### src/rtl/warships_link_if.sv
// Bundle of local request/answer handshakes and the peer link wires for one warships_link end.
// Link side uses a 4-phase req/ack pair; data is stable whenever the strobe is high.
interface warships_link_if #(
    parameter int X_ADDR_WIDTH = 4,
    parameter int Y_ADDR_WIDTH = 4
);
    localparam int CW = X_ADDR_WIDTH + Y_ADDR_WIDTH;

    // valid/ready: a shot transfers on the rising clk edge where shot_valid && shot_ready;
    // answer_valid is taken only while a received shot awaits its answer; all *_valid outputs are 1-cycle pulses.
    logic          shot_valid;
    logic [CW-1:0] shot_cords;
    logic          shot_ready;
    logic          result_valid;
    logic          result_hit;
    logic          result_timeout;
    logic          rx_valid;
    logic [CW-1:0] rx_cords;
    logic          answer_valid;
    logic          answer_hit;

    logic          req_out;
    logic [CW-1:0] cords_out;
    logic          ack_in;
    logic          hit_in;
    logic          req_in;
    logic [CW-1:0] cords_in;
    logic          ack_out;
    logic          hit_out;

    logic [1:0]    tx_state;
    logic [1:0]    rx_state;

    modport slave (
        input  shot_valid, shot_cords, answer_valid, answer_hit,
        input  ack_in, hit_in, req_in, cords_in,
        output shot_ready, result_valid, result_hit, result_timeout,
        output rx_valid, rx_cords, req_out, cords_out, ack_out, hit_out,
        output tx_state, rx_state
    );

    modport master (
        output shot_valid, shot_cords, answer_valid, answer_hit,
        output ack_in, hit_in, req_in, cords_in,
        input  shot_ready, result_valid, result_hit, result_timeout,
        input  rx_valid, rx_cords, req_out, cords_out, ack_out, hit_out,
        input  tx_state, rx_state
    );
endinterface

### src/rtl/warships_link.sv
// Two independent 4-phase handshake engines (shot TX, shot RX) for a warships peer link.
// Optional feature: define LINK_TIMEOUT_EN to abandon a TX request after TIMEOUT_CYCLES.
module warships_link #(
    parameter int X_ADDR_WIDTH   = 4,
    parameter int Y_ADDR_WIDTH   = 4,
    parameter int TIMEOUT_CYCLES = 1000000
) (
    input  logic            clk,
    input  logic            rst,
    warships_link_if.slave  bus
);
    localparam int CW = X_ADDR_WIDTH + Y_ADDR_WIDTH;

    typedef enum logic [1:0] {TX_IDLE = 2'd0, TX_REQ = 2'd1, TX_DROP = 2'd2} tx_state_e;
    typedef enum logic [1:0] {RX_IDLE = 2'd0, RX_WAIT_ANS = 2'd1, RX_ACK = 2'd2} rx_state_e;

    tx_state_e     tx_state_q;
    rx_state_e     rx_state_q;

    logic          ack_meta_q, ack_sync_q;
    logic          req_meta_q, req_sync_q;

    logic          req_out_q;
    logic [CW-1:0] cords_out_q;
    logic          result_valid_q;
    logic          result_hit_q;

    logic          rx_valid_q;
    logic [CW-1:0] rx_cords_q;
    logic          ack_out_q;
    logic          hit_out_q;

`ifdef LINK_TIMEOUT_EN
    localparam int CNT_W = (TIMEOUT_CYCLES > 1) ? $clog2(TIMEOUT_CYCLES) : 1;
    localparam logic [CNT_W-1:0] CNT_LAST = CNT_W'(TIMEOUT_CYCLES - 1);
    logic [CNT_W-1:0] to_cnt_q;
    logic             result_timeout_q;
`endif

    // Peer strobes come from another clock domain.
    always_ff @(posedge clk or posedge rst) begin
        if (rst) begin
            ack_meta_q <= 1'b0;
            ack_sync_q <= 1'b0;
            req_meta_q <= 1'b0;
            req_sync_q <= 1'b0;
        end else begin
            ack_meta_q <= bus.ack_in;
            ack_sync_q <= ack_meta_q;
            req_meta_q <= bus.req_in;
            req_sync_q <= req_meta_q;
        end
    end

    always_ff @(posedge clk or posedge rst) begin
        if (rst) begin
            tx_state_q     <= TX_IDLE;
            req_out_q      <= 1'b0;
            cords_out_q    <= '0;
            result_valid_q <= 1'b0;
            result_hit_q   <= 1'b0;
`ifdef LINK_TIMEOUT_EN
            to_cnt_q         <= '0;
            result_timeout_q <= 1'b0;
`endif
        end else begin
            result_valid_q <= 1'b0;
`ifdef LINK_TIMEOUT_EN
            result_timeout_q <= 1'b0;
`endif
            case (tx_state_q)
                TX_IDLE: begin
                    if (bus.shot_valid) begin
                        cords_out_q <= bus.shot_cords;
                        req_out_q   <= 1'b1;
                        tx_state_q  <= TX_REQ;
`ifdef LINK_TIMEOUT_EN
                        to_cnt_q    <= '0;
`endif
                    end
                end
                TX_REQ: begin
                    if (ack_sync_q) begin
                        result_hit_q   <= bus.hit_in;
                        result_valid_q <= 1'b1;
                        req_out_q      <= 1'b0;
                        tx_state_q     <= TX_DROP;
                    end
`ifdef LINK_TIMEOUT_EN
                    else if (to_cnt_q == CNT_LAST) begin
                        req_out_q        <= 1'b0;
                        result_timeout_q <= 1'b1;
                        tx_state_q       <= TX_DROP;
                    end else begin
                        to_cnt_q <= to_cnt_q + 1'b1;
                    end
`endif
                end
                TX_DROP: begin
                    // A late ack after a timeout must still fall before the next shot.
                    if (!ack_sync_q) begin
                        tx_state_q <= TX_IDLE;
                    end
                end
                default: tx_state_q <= TX_IDLE;
            endcase
        end
    end

    always_ff @(posedge clk or posedge rst) begin
        if (rst) begin
            rx_state_q <= RX_IDLE;
            rx_valid_q <= 1'b0;
            rx_cords_q <= '0;
            ack_out_q  <= 1'b0;
            hit_out_q  <= 1'b0;
        end else begin
            rx_valid_q <= 1'b0;
            case (rx_state_q)
                RX_IDLE: begin
                    if (req_sync_q) begin
                        rx_cords_q <= bus.cords_in;
                        rx_valid_q <= 1'b1;
                        rx_state_q <= RX_WAIT_ANS;
                    end
                end
                RX_WAIT_ANS: begin
                    if (bus.answer_valid) begin
                        hit_out_q  <= bus.answer_hit;
                        ack_out_q  <= 1'b1;
                        rx_state_q <= RX_ACK;
                    end
                end
                RX_ACK: begin
                    if (!req_sync_q) begin
                        ack_out_q  <= 1'b0;
                        rx_state_q <= RX_IDLE;
                    end
                end
                default: rx_state_q <= RX_IDLE;
            endcase
        end
    end

    assign bus.shot_ready   = (tx_state_q == TX_IDLE);
    assign bus.result_valid = result_valid_q;
    assign bus.result_hit   = result_hit_q;
    assign bus.req_out      = req_out_q;
    assign bus.cords_out    = cords_out_q;
    assign bus.rx_valid     = rx_valid_q;
    assign bus.rx_cords     = rx_cords_q;
    assign bus.ack_out      = ack_out_q;
    assign bus.hit_out      = hit_out_q;
    assign bus.tx_state     = tx_state_q;
    assign bus.rx_state     = rx_state_q;
`ifdef LINK_TIMEOUT_EN
    assign bus.result_timeout = result_timeout_q;
`else
    assign bus.result_timeout = 1'b0;
`endif
endmodule

### src/flat_wrapper.sv
// flat-port wrapper written by rule: the top's interface ports become plain ports
module warships_link_flat 
#(
    parameter int X_ADDR_WIDTH   = 4,
    parameter int Y_ADDR_WIDTH   = 4,
    parameter int TIMEOUT_CYCLES = 1000000
)
  (clk, rst, bus_shot_valid, bus_shot_cords, bus_answer_valid, bus_answer_hit, bus_ack_in, bus_hit_in, bus_req_in, bus_cords_in, bus_shot_ready, bus_result_valid, bus_result_hit, bus_result_timeout, bus_rx_valid, bus_rx_cords, bus_req_out, bus_cords_out, bus_ack_out, bus_hit_out, bus_tx_state, bus_rx_state);
  warships_link_if #(.X_ADDR_WIDTH(X_ADDR_WIDTH), .Y_ADDR_WIDTH(Y_ADDR_WIDTH)) bus_i ();
  input  logic clk;
  input  logic rst;
  input wire logic [$bits(bus_i.shot_valid)-1:0] bus_shot_valid;
  input wire logic [$bits(bus_i.shot_cords)-1:0] bus_shot_cords;
  input wire logic [$bits(bus_i.answer_valid)-1:0] bus_answer_valid;
  input wire logic [$bits(bus_i.answer_hit)-1:0] bus_answer_hit;
  input wire logic [$bits(bus_i.ack_in)-1:0] bus_ack_in;
  input wire logic [$bits(bus_i.hit_in)-1:0] bus_hit_in;
  input wire logic [$bits(bus_i.req_in)-1:0] bus_req_in;
  input wire logic [$bits(bus_i.cords_in)-1:0] bus_cords_in;
  output wire logic [$bits(bus_i.shot_ready)-1:0] bus_shot_ready;
  output wire logic [$bits(bus_i.result_valid)-1:0] bus_result_valid;
  output wire logic [$bits(bus_i.result_hit)-1:0] bus_result_hit;
  output wire logic [$bits(bus_i.result_timeout)-1:0] bus_result_timeout;
  output wire logic [$bits(bus_i.rx_valid)-1:0] bus_rx_valid;
  output wire logic [$bits(bus_i.rx_cords)-1:0] bus_rx_cords;
  output wire logic [$bits(bus_i.req_out)-1:0] bus_req_out;
  output wire logic [$bits(bus_i.cords_out)-1:0] bus_cords_out;
  output wire logic [$bits(bus_i.ack_out)-1:0] bus_ack_out;
  output wire logic [$bits(bus_i.hit_out)-1:0] bus_hit_out;
  output wire logic [$bits(bus_i.tx_state)-1:0] bus_tx_state;
  output wire logic [$bits(bus_i.rx_state)-1:0] bus_rx_state;
  assign bus_i.shot_valid = bus_shot_valid;
  assign bus_i.shot_cords = bus_shot_cords;
  assign bus_i.answer_valid = bus_answer_valid;
  assign bus_i.answer_hit = bus_answer_hit;
  assign bus_i.ack_in = bus_ack_in;
  assign bus_i.hit_in = bus_hit_in;
  assign bus_i.req_in = bus_req_in;
  assign bus_i.cords_in = bus_cords_in;
  assign bus_shot_ready = bus_i.shot_ready;
  assign bus_result_valid = bus_i.result_valid;
  assign bus_result_hit = bus_i.result_hit;
  assign bus_result_timeout = bus_i.result_timeout;
  assign bus_rx_valid = bus_i.rx_valid;
  assign bus_rx_cords = bus_i.rx_cords;
  assign bus_req_out = bus_i.req_out;
  assign bus_cords_out = bus_i.cords_out;
  assign bus_ack_out = bus_i.ack_out;
  assign bus_hit_out = bus_i.hit_out;
  assign bus_tx_state = bus_i.tx_state;
  assign bus_rx_state = bus_i.rx_state;
  warships_link #(.X_ADDR_WIDTH(X_ADDR_WIDTH), .Y_ADDR_WIDTH(Y_ADDR_WIDTH), .TIMEOUT_CYCLES(TIMEOUT_CYCLES)) u_core (.clk(clk), .rst(rst), .bus(bus_i));
endmodule
### config.mk
export PLATFORM = sky130hd
export DESIGN_NAME = warships_link_flat
export DESIGN_NICKNAME = d
export VERILOG_FILES = /design/src/rtl/warships_link_if.sv /design/src/rtl/warships_link.sv /design/src/flat_wrapper.sv
export SDC_FILE = /design/constraint.sdc
export NUM_CORES = 1
export LEC_CHECK = 0
export ABC_AREA = 1
export CAP_MARGIN = 20
export CORE_MARGIN = 1.5
export CORE_UTILIZATION = 36
export DETAILED_ROUTE_END_ITERATION = 8
export PLACE_DENSITY = 0.74
export SETUP_SLACK_MARGIN = 0.05
export SLEW_MARGIN = 30
export SYNTH_ARGS = -nofsm -noshare
export SYNTH_HDL_FRONTEND = slang
export SYNTH_SLANG_ARGS = --single-unit
### constraint.sdc
create_clock -name clk -period 1 [get_ports clk]
set_input_delay 0.15 -clock clk [delete_from_list [all_inputs] [get_ports clk]]
set_output_delay 0.15 -clock clk [all_outputs]
set_load 0.1 [all_outputs]
== Word level (Yosys, flattened, before mapping) ==
Cells that the tools add are included.

* Register bits after elaboration: 30
* Input port bits: 24
* Output and inout port bits: 28
* Logic and storage cells: 54

* Eq/ne operators: 10
* Multiplexer cells: 18
* Reduce and logical (&&, ||, !) cells: 12

{| class="wikitable"
|+ Operators by type and width
! kind !! number
|-
| 2-to-1 mux 2 bit || 6
|-
| case mux 2 bit (3 select lines) || 2
|-
| AND reduction 3 bit || 4
|-
| 2-to-1 mux 1 bit || 8
|-
| inequality test 2 bit (second input constant) || 4
|-
| AND reduction 2 bit || 4
|-
| equality test 2 x 1 -> 1 bit (second input constant) || 2
|-
| equality test 2 bit (second input constant) || 2
|-
| logical NOT 2 bit || 2
|-
| inequality test 2 x 1 -> 1 bit (second input constant) || 2
|-
| case mux 1 bit (2 select lines) || 2
|-
| nonzero test 2 bit || 2
|}

== Logic depth before layout (Yosys ltp) ==
Gate-level depths: netlist (run 1).

* Word-level depth: 3
* Depth in mapped cells: 5

== Least setup slack after synthesis (run 1) ==
OpenSTA, ideal clock, no wires.

* Path type: reg2reg
* Start: register u_core.tx_state_q[0], in the netlist u_core.bus.tx_state[0]
* End: register u_core.cords_out_q[0], in the netlist u_core.bus.cords_out[0]
* Library setup time: 0.122 ns
* Arrival: 1.850 ns
* Setup slack: -0.972 ns
* Cell stages (with the launch flop): 5
* Path buffers: 0
* Period minus slack after synthesis: 1.972 ns
* Cells stage by stage: dfrtp_1 nor2_4 nand2_4 nand2_1 nand2_1

* Word-level cells in the longest chain between the ends: 2

{| class="wikitable"
|+ Ends and longest elaborated chain
! item !! RTL line !! RTL
|-
| from (decl) || warships_link.sv:17 || <nowiki>tx_state_e tx_state_q;</nowiki>
|-
| from (signal assigned) || warships_link.sv:57 || <nowiki>tx_state_q <= TX_IDLE;</nowiki>
|-
| from (signal assigned) || warships_link.sv:76 || <nowiki>tx_state_q <= TX_REQ;</nowiki>
|-
| from (signal assigned) || warships_link.sv:87 || <nowiki>tx_state_q <= TX_DROP;</nowiki>
|-
| logical NOT 2 bit || -- ||
|-
| net bus_shot_ready || flat_wrapper.sv:20 || <nowiki>output wire logic [$bits(bus_i.shot_ready)-1:0] bus_shot_ready;</nowiki>
|-
| AND reduction 2 bit (no line) || -- ||
|-
| to (signal assigned) || warships_link.sv:74 || <nowiki>cords_out_q <= bus.shot_cords;</nowiki>
|-
| to (decl) || warships_link.sv:24 || <nowiki>logic [CW-1:0] cords_out_q;</nowiki>
|}

The timed path passes the listed nets, and every way through them passes these cells.
A chain may end at the register's enable or synchronous reset.

== Worst setup path in the final report (run 1) ==
* Start: register u_core.tx_state_q[0], in the netlist u_core.bus.tx_state[0]
* End: output port bus_tx_state[0]

{| class="wikitable"
|+ RTL lines
! item !! RTL line !! RTL
|-
| to (decl) || flat_wrapper.sv:30 || <nowiki>output wire logic [$bits(bus_i.tx_state)-1:0] bus_tx_state;</nowiki>
|}

No word-level cell between the ends.

==> results.json, run 1 <==
{
  "max_stage_delay_ps": 500,
  "die-area_sq_mm": 0.003498,
  "final_nets": 224,
  "grtUsageMet2": 0.3571,
  "syn_area_sq_mm": 0.001135,
  "drc_errors": 0,
  "clk_latency_ps": 320,
  "final_common_cell": "nand2_1",
  "hold_path_class": "input port to async pin",
  "fp.dieH_um": 59.15,
  "cp_max_fo": 5,
  "cts_made_buffers": 5,
  "syn_nets": 140,
  "via_per_inst": 4.673,
  "slew_viol_final": 0,
  "ant_nets": 0,
  "synth_top_family_by_area": "simple AND/OR/NAND/NOR gates",
  "die_w_um": 59.15,
  "fin_crit_sh": 1.308,
  "grt_util_all_layers": 0.2044,
  "final.fill_count": 175,
  "violations": "setup timing",
  "cp.required_ps": 850,
  "crit_chain": "buf_4 > buf_12",
  "portBuffers": 50,
  "globalplace.congestion": 0.7905,
  "max_freq_mhz": 764.3,
  "core_region_area_sq_mm": 0.003028,
  "worst-setup-path-type": "flop to output port",
  "grt_pass1_vias": 1133,
  "synth-compound-area-share": 0.008820,
  "clkTransAtPathRegs_ps": 90,
  "r2r_setup_slack_ps": -260,
  "crit_family": "flip-flops",
  "wl_per_cell_um": 14.02,
  "fin_crit_ps": 1308,
  "drive_gt1_frac": 0.6269,
  "seq_area_frac_synth": 0.6615,
  "firstDrtPassIters": 4,
  "dp.final_hpwl_um": 2087,
  "grt_pass1_wl_um": 5195,
  "antenna_found_initial": 0,
  "multi_input_area_sq_um": 495.5,
  "synthMuxAreaShare": 0,
  "seq_area_sq_um": 794.5,
  "met3_usage": 0.08297,
  "final_cell_mix": "nand2_1, buf_12, clkdlybuf4s50_1, dfrtp_2",
  "cts_buffer_depth": 2,
  "ys_seq_elements": 30,
  "cts.sinks": 30,
  "status": "complete, but fails checks",
  "synth_cells": 116,
  "pin_count": 52,
  "hold_viol": 0,
  "diodes": 0,
  "drt_wl_total_um": 3436,
  "start_util": 0.3748,
  "cts_root_buffer": "clkbuf_4",
  "crit_path_top_delay_cell": "dfrtp_4",
  "area_growth_pct": 116.8,
  "synth_xor_area_frac": 0,
  "vias": 1145,
  "grt_max_degree": 31,
  "arrival_ps": 1160,
  "hold_ws_ps": 160.2,
  "synth_area_per_cell_sq_um": 9.783,
  "clock_skew_ps": 10.59,
  "top_usage_layer": "met2",
  "use_met1": 0.2248,
  "grt-ovfl-total": 0,
  "cts_max_level": 2,
  "synth_cell_types": 13,
  "synthSimpleGateAreaFrac": 0.2911,
  "synth_fa_ha_area_frac": 0,
  "rsz0062_at_grt": "yes",
  "rows": 20,
  "cts_tree": "done",
  "setup_slack_ps": -308.4,
  "crit_path_end_kind": "output port",
  "dr.first_iter.drc_count": 36,
  "max_cap_viol_count": 0,
  "setup_viol": 50,
  "synth_warnings": 0,
  "path_buf_inv": 2,
  "startpoint_type": "flop"
}
metal layers:
layer  part of all wire  vias to the layer above  routed length, um
met3              0.083                        6                286
met1               0.38                      541               1289
met4              0.017                        0                 59
met5                  0                        -                  0
li1                   -                      538                  -
met2               0.52                       60               1800
repair_timing:
item / in CTS / in global routing
cloned: 1 / 1
buffers inserted: 7 / 14
endpoints found under the setup margin: 50 / 52
hold buffers: 0 / 0
pin swaps: 10 / 5
gates resized for setup: 22 / 28
Yosys cell counts, drive strengths merged:
library cell	n	area share
buf	3	0.015
dfrtp	30	0.66
inv	6	0.020
nand2	49	0.17
o21ai	2	0.0088
conb	1	0.0033
nand4	1	0.0055
nand3	20	0.088
nor2	4	0.026
worst register-to-register path, cell delays in order (launching register included):
cell and delay [ps]:
dfrtp_4 500, nor2_4 140, buf_4 130, buf_8 130, buf_6 120, nand3_1 80, nand2_1 80
path summary, 6_finish.rpt:
path | startpoint | depth (start not counted) | to
min in group clk | bus_req_in | 1 | u_core.req_meta_q$_DFF_PP0_
max reg2reg | u_core.bus.tx_state[0]$_DFFE_PP0P_ | 6 | u_core.bus.cords_out[1]$_DFFE_PP0P_
max | u_core.bus.tx_state[0]$_DFFE_PP0P_ | 2 | bus_tx_state[0]
min | rst | 3 | u_core.bus.result_valid$_DFF_PP0_
min reg2reg | u_core.req_meta_q$_DFF_PP0_ | 0 | u_core.req_sync_q$_DFF_PP0_
max in group asynchronous | rst | 3 | u_core.bus.cords_out[5]$_DFFE_PP0P_
logic make-up after synthesis:
| family | Yosys count |
|---|---|
| AND/OR/NAND/NOR | 74 |
| other | 1 |
| buffers and inverters | 9 |
| flip-flops | 30 |
| AO/OA/AOI/OAI | 2 |
per-stage QoR:
| step | std cells | area, sq um | utilization | setup TNS (ps) | worst slack [ps] |
|---|---|---|---|---|---|
| detailed placement | 216 | 2081 | 0.6872 | -778.6 | -97.66 |
| global route | 245 | 2460 | 0.8124 | -8920 | -352.7 |
| floorplan | 116 | 1192 | - | -8991 | -673.3 |
| finish | 245 | 2460 | 0.8124 | -7032 | -308.4 |
| global placement | 216 | 2081 | 0.6872 | -545.7 | -76.59 |
| CTS | 232 | 2271 | 0.7500 | -6065 | -318.5 |
state kept, by name, indices dropped and copies added, names as in the netlist:
signal and cells:
u_core.ack_meta_q 1, u_core.ack_sync_q 1, u_core.bus.ack_out 1, u_core.bus.cords_out 8, u_core.bus.hit_out 1, u_core.bus.req_out 1, u_core.bus.result_hit 1, u_core.bus.result_valid 1
u_core.bus.rx_cords 8, u_core.bus.rx_state 2, u_core.bus.rx_valid 1, u_core.bus.tx_state 2, u_core.req_meta_q 1, u_core.req_sync_q 1
area by class of cell:
cell class                 instances  area share
sequential                        30      0.3230
clock buffer                       8     0.01984
multi-input combinational         79      0.2014
tap                               44     0.02238
timing repair buffer              78      0.4222
inverter                           6     0.01119
Power of run 1 is left out: the tool's default activity adds up to more than one toggle a clock period on the data nets, which glitch-free logic cannot reach.
==> inputs of run 2 (changes only) <==
--- a/config.mk
+++ b/config.mk
@@ -10,6 +10,7 @@
 export CORE_MARGIN = 1.5
 export CORE_UTILIZATION = 36
 export DETAILED_ROUTE_END_ITERATION = 8
+export GPL_TIMING_DRIVEN = 0
 export PLACE_DENSITY = 0.74
 export SETUP_SLACK_MARGIN = 0.05
 export SLEW_MARGIN = 30
==> results.json, run 2 (synthesis results as in run 1) <==
{
  "start_util": 0.3748,
  "grt_util_all_layers": 0.1864,
  "fin_crit_ps": 1308,
  "ant_nets": 0,
  "firstDrtPassIters": 4,
  "utilization": 0.7421,
  "setup_viol": 48,
  "drive_gt1_frac": 0.5556,
  "cp_max_fo": 3,
  "cts_hold_buf": 0,
  "cts_root_buffer": "clkbuf_4",
  "seq_area_sq_um": 794.5,
  "grt-ovfl-total": 0,
  "final.fill_count": 204,
  "fp.dieH_um": 59.15,
  "fin_crit_sh": 1.308,
  "via_per_inst": 4.678,
  "cts.sinks": 30,
  "hold_path_class": "input port to flop",
  "rsz0062_at_grt": "yes",
  "grt_max_degree": 31,
  "setup_slack_ps": -308.3,
  "dr.first_iter.drc_count": 51,
  "final_area_sq_mm": 0.002247,
  "die_w_um": 59.15,
  "pin_count": 52,
  "core_region_area_sq_mm": 0.003028,
  "cts_tree": "done",
  "cts_buffer_depth": 2,
  "drt_wl_total_um": 3142,
  "vias": 1090,
  "max_freq_mhz": 764.3,
  "final_nets": 212,
  "drc_errors": 0,
  "area_growth_pct": 98.02,
  "die-area_sq_mm": 0.003498,
  "max_cap_viol_count": 0,
  "crit_path_end_kind": "output port",
  "worst_slew_pin_slew_ps": 612.9,
  "grt_pass1_vias": 1092,
  "cts_max_level": 2,
  "arrival_ps": 1160,
  "rows": 20,
  "placed_area_sq_mm": 0.001738,
  "dp.final_hpwl_um": 1814,
  "clkTransAtPathRegs_ps": 90,
  "cts_made_buffers": 5,
  "final_common_cell": "nand2_1",
  "pre_cts_slack_ps": -1078,
  "cp.required_ps": 850,
  "slew_headroom": 0.5908,
  "multi_input_area_sq_um": 434.2,
  "diodes": 0,
  "slew_viol_final": 0,
  "hold_viol": 0,
  "worst-setup-path-type": "flop to output port",
  "globalplace.congestion": 0.7685,
  "clk_latency_ps": 330,
  "antenna_found_initial": 0,
  "wl_per_cell_um": 13.48,
  "startpoint_type": "flop",
  "violations": "setup timing",
  "portBuffers": 49,
  "status": "complete, but fails checks",
  "grt_pass1_wl_um": 4795,
  "clock_skew_ps": 8.246,
  "final_cell_mix": "nand2_1, dfrtp_2, clkdlybuf4s50_1, buf_12, buf_4"
}
## run 2: cell count changes in the layout (fill, tap and decap cells not counted), sizes merged
cell,before,now
clkinv,0,1
clkdlybuf4s50,23,22
clkbuf,8,7
nand2,51,50
buf,55,45
## run 2: routing by layer
layer / vias up / global-route usage / routed length (um)
met5: - / 0 / 0
met1: 520 / 0.2006 / 1179
met3: 5 / 0.06114 / 251
met2: 54 / 0.3286 / 1658
met4: 0 / 0.08766 / 52
li1: 511 / - / -
## run 2: timing repair
item / in CTS / in global routing
pin swaps: 8 / 4
cloned: 1 / 0
gates resized for setup: 223 / 39
endpoints found under the setup margin: 49 / 52
setup buffers: 8 / 8
## run 2: path summary, 6_finish.rpt
path | slack (ps) | end | startpoint | cells past startpoint
setup / recovery | -310 | bus_shot_ready | u_core.bus.tx_state[0]$_DFFE_PP0P_ | 2
hold / removal | 170 | u_core.bus.cords_out[5]$_DFFE_PP0P_ | bus_shot_valid | 3
setup reg to reg | -190 | u_core.bus.rx_cords[3]$_DFFE_PP0P_ | u_core.bus.rx_state[0]$_DFFE_PP0P_ | 4
hold reg to reg | 360 | u_core.ack_sync_q$_DFF_PP0_ | u_core.ack_meta_q$_DFF_PP0_ | 0
max in group asynchronous | 330 | u_core.bus.tx_state[0]$_DFFE_PP0P_ | rst | 2
min in group asynchronous | 210 | u_core.bus.rx_valid$_DFF_PP0_ | rst | 2
## run 2: critical path: stages, from the launching register on
cell     delay, ps
dfrtp_4        510
nor2_4         150
buf_12         180
## run 2: cell type report
| class | instances | area share |
|---|---|---|
| Clock inverter | 1 | 0.002227 |
| Multi-Input combinational cell | 78 | 0.1932 |
| Timing Repair Buffer | 64 | 0.3808 |
| Buffer | 3 | 0.008909 |
| Clock buffer | 7 | 0.02450 |
| Tap cell | 44 | 0.02450 |
| Inverter | 6 | 0.01225 |
| Sequential cell | 30 | 0.3536 |
## run 2: stage by stage
step	TNS [ps]	hold WS, ps	std cells
6_report	-5820	165.3	233
3_3_place_gp	-35530	333.7	209
4_1_cts	-5600	150.4	226
3_5_place_dp	-21020	339.7	209
5_1_grt	-7982	169.9	233
2_1_floorplan	-8991	181.4	116
Power of run 2 is left out for the same reason.
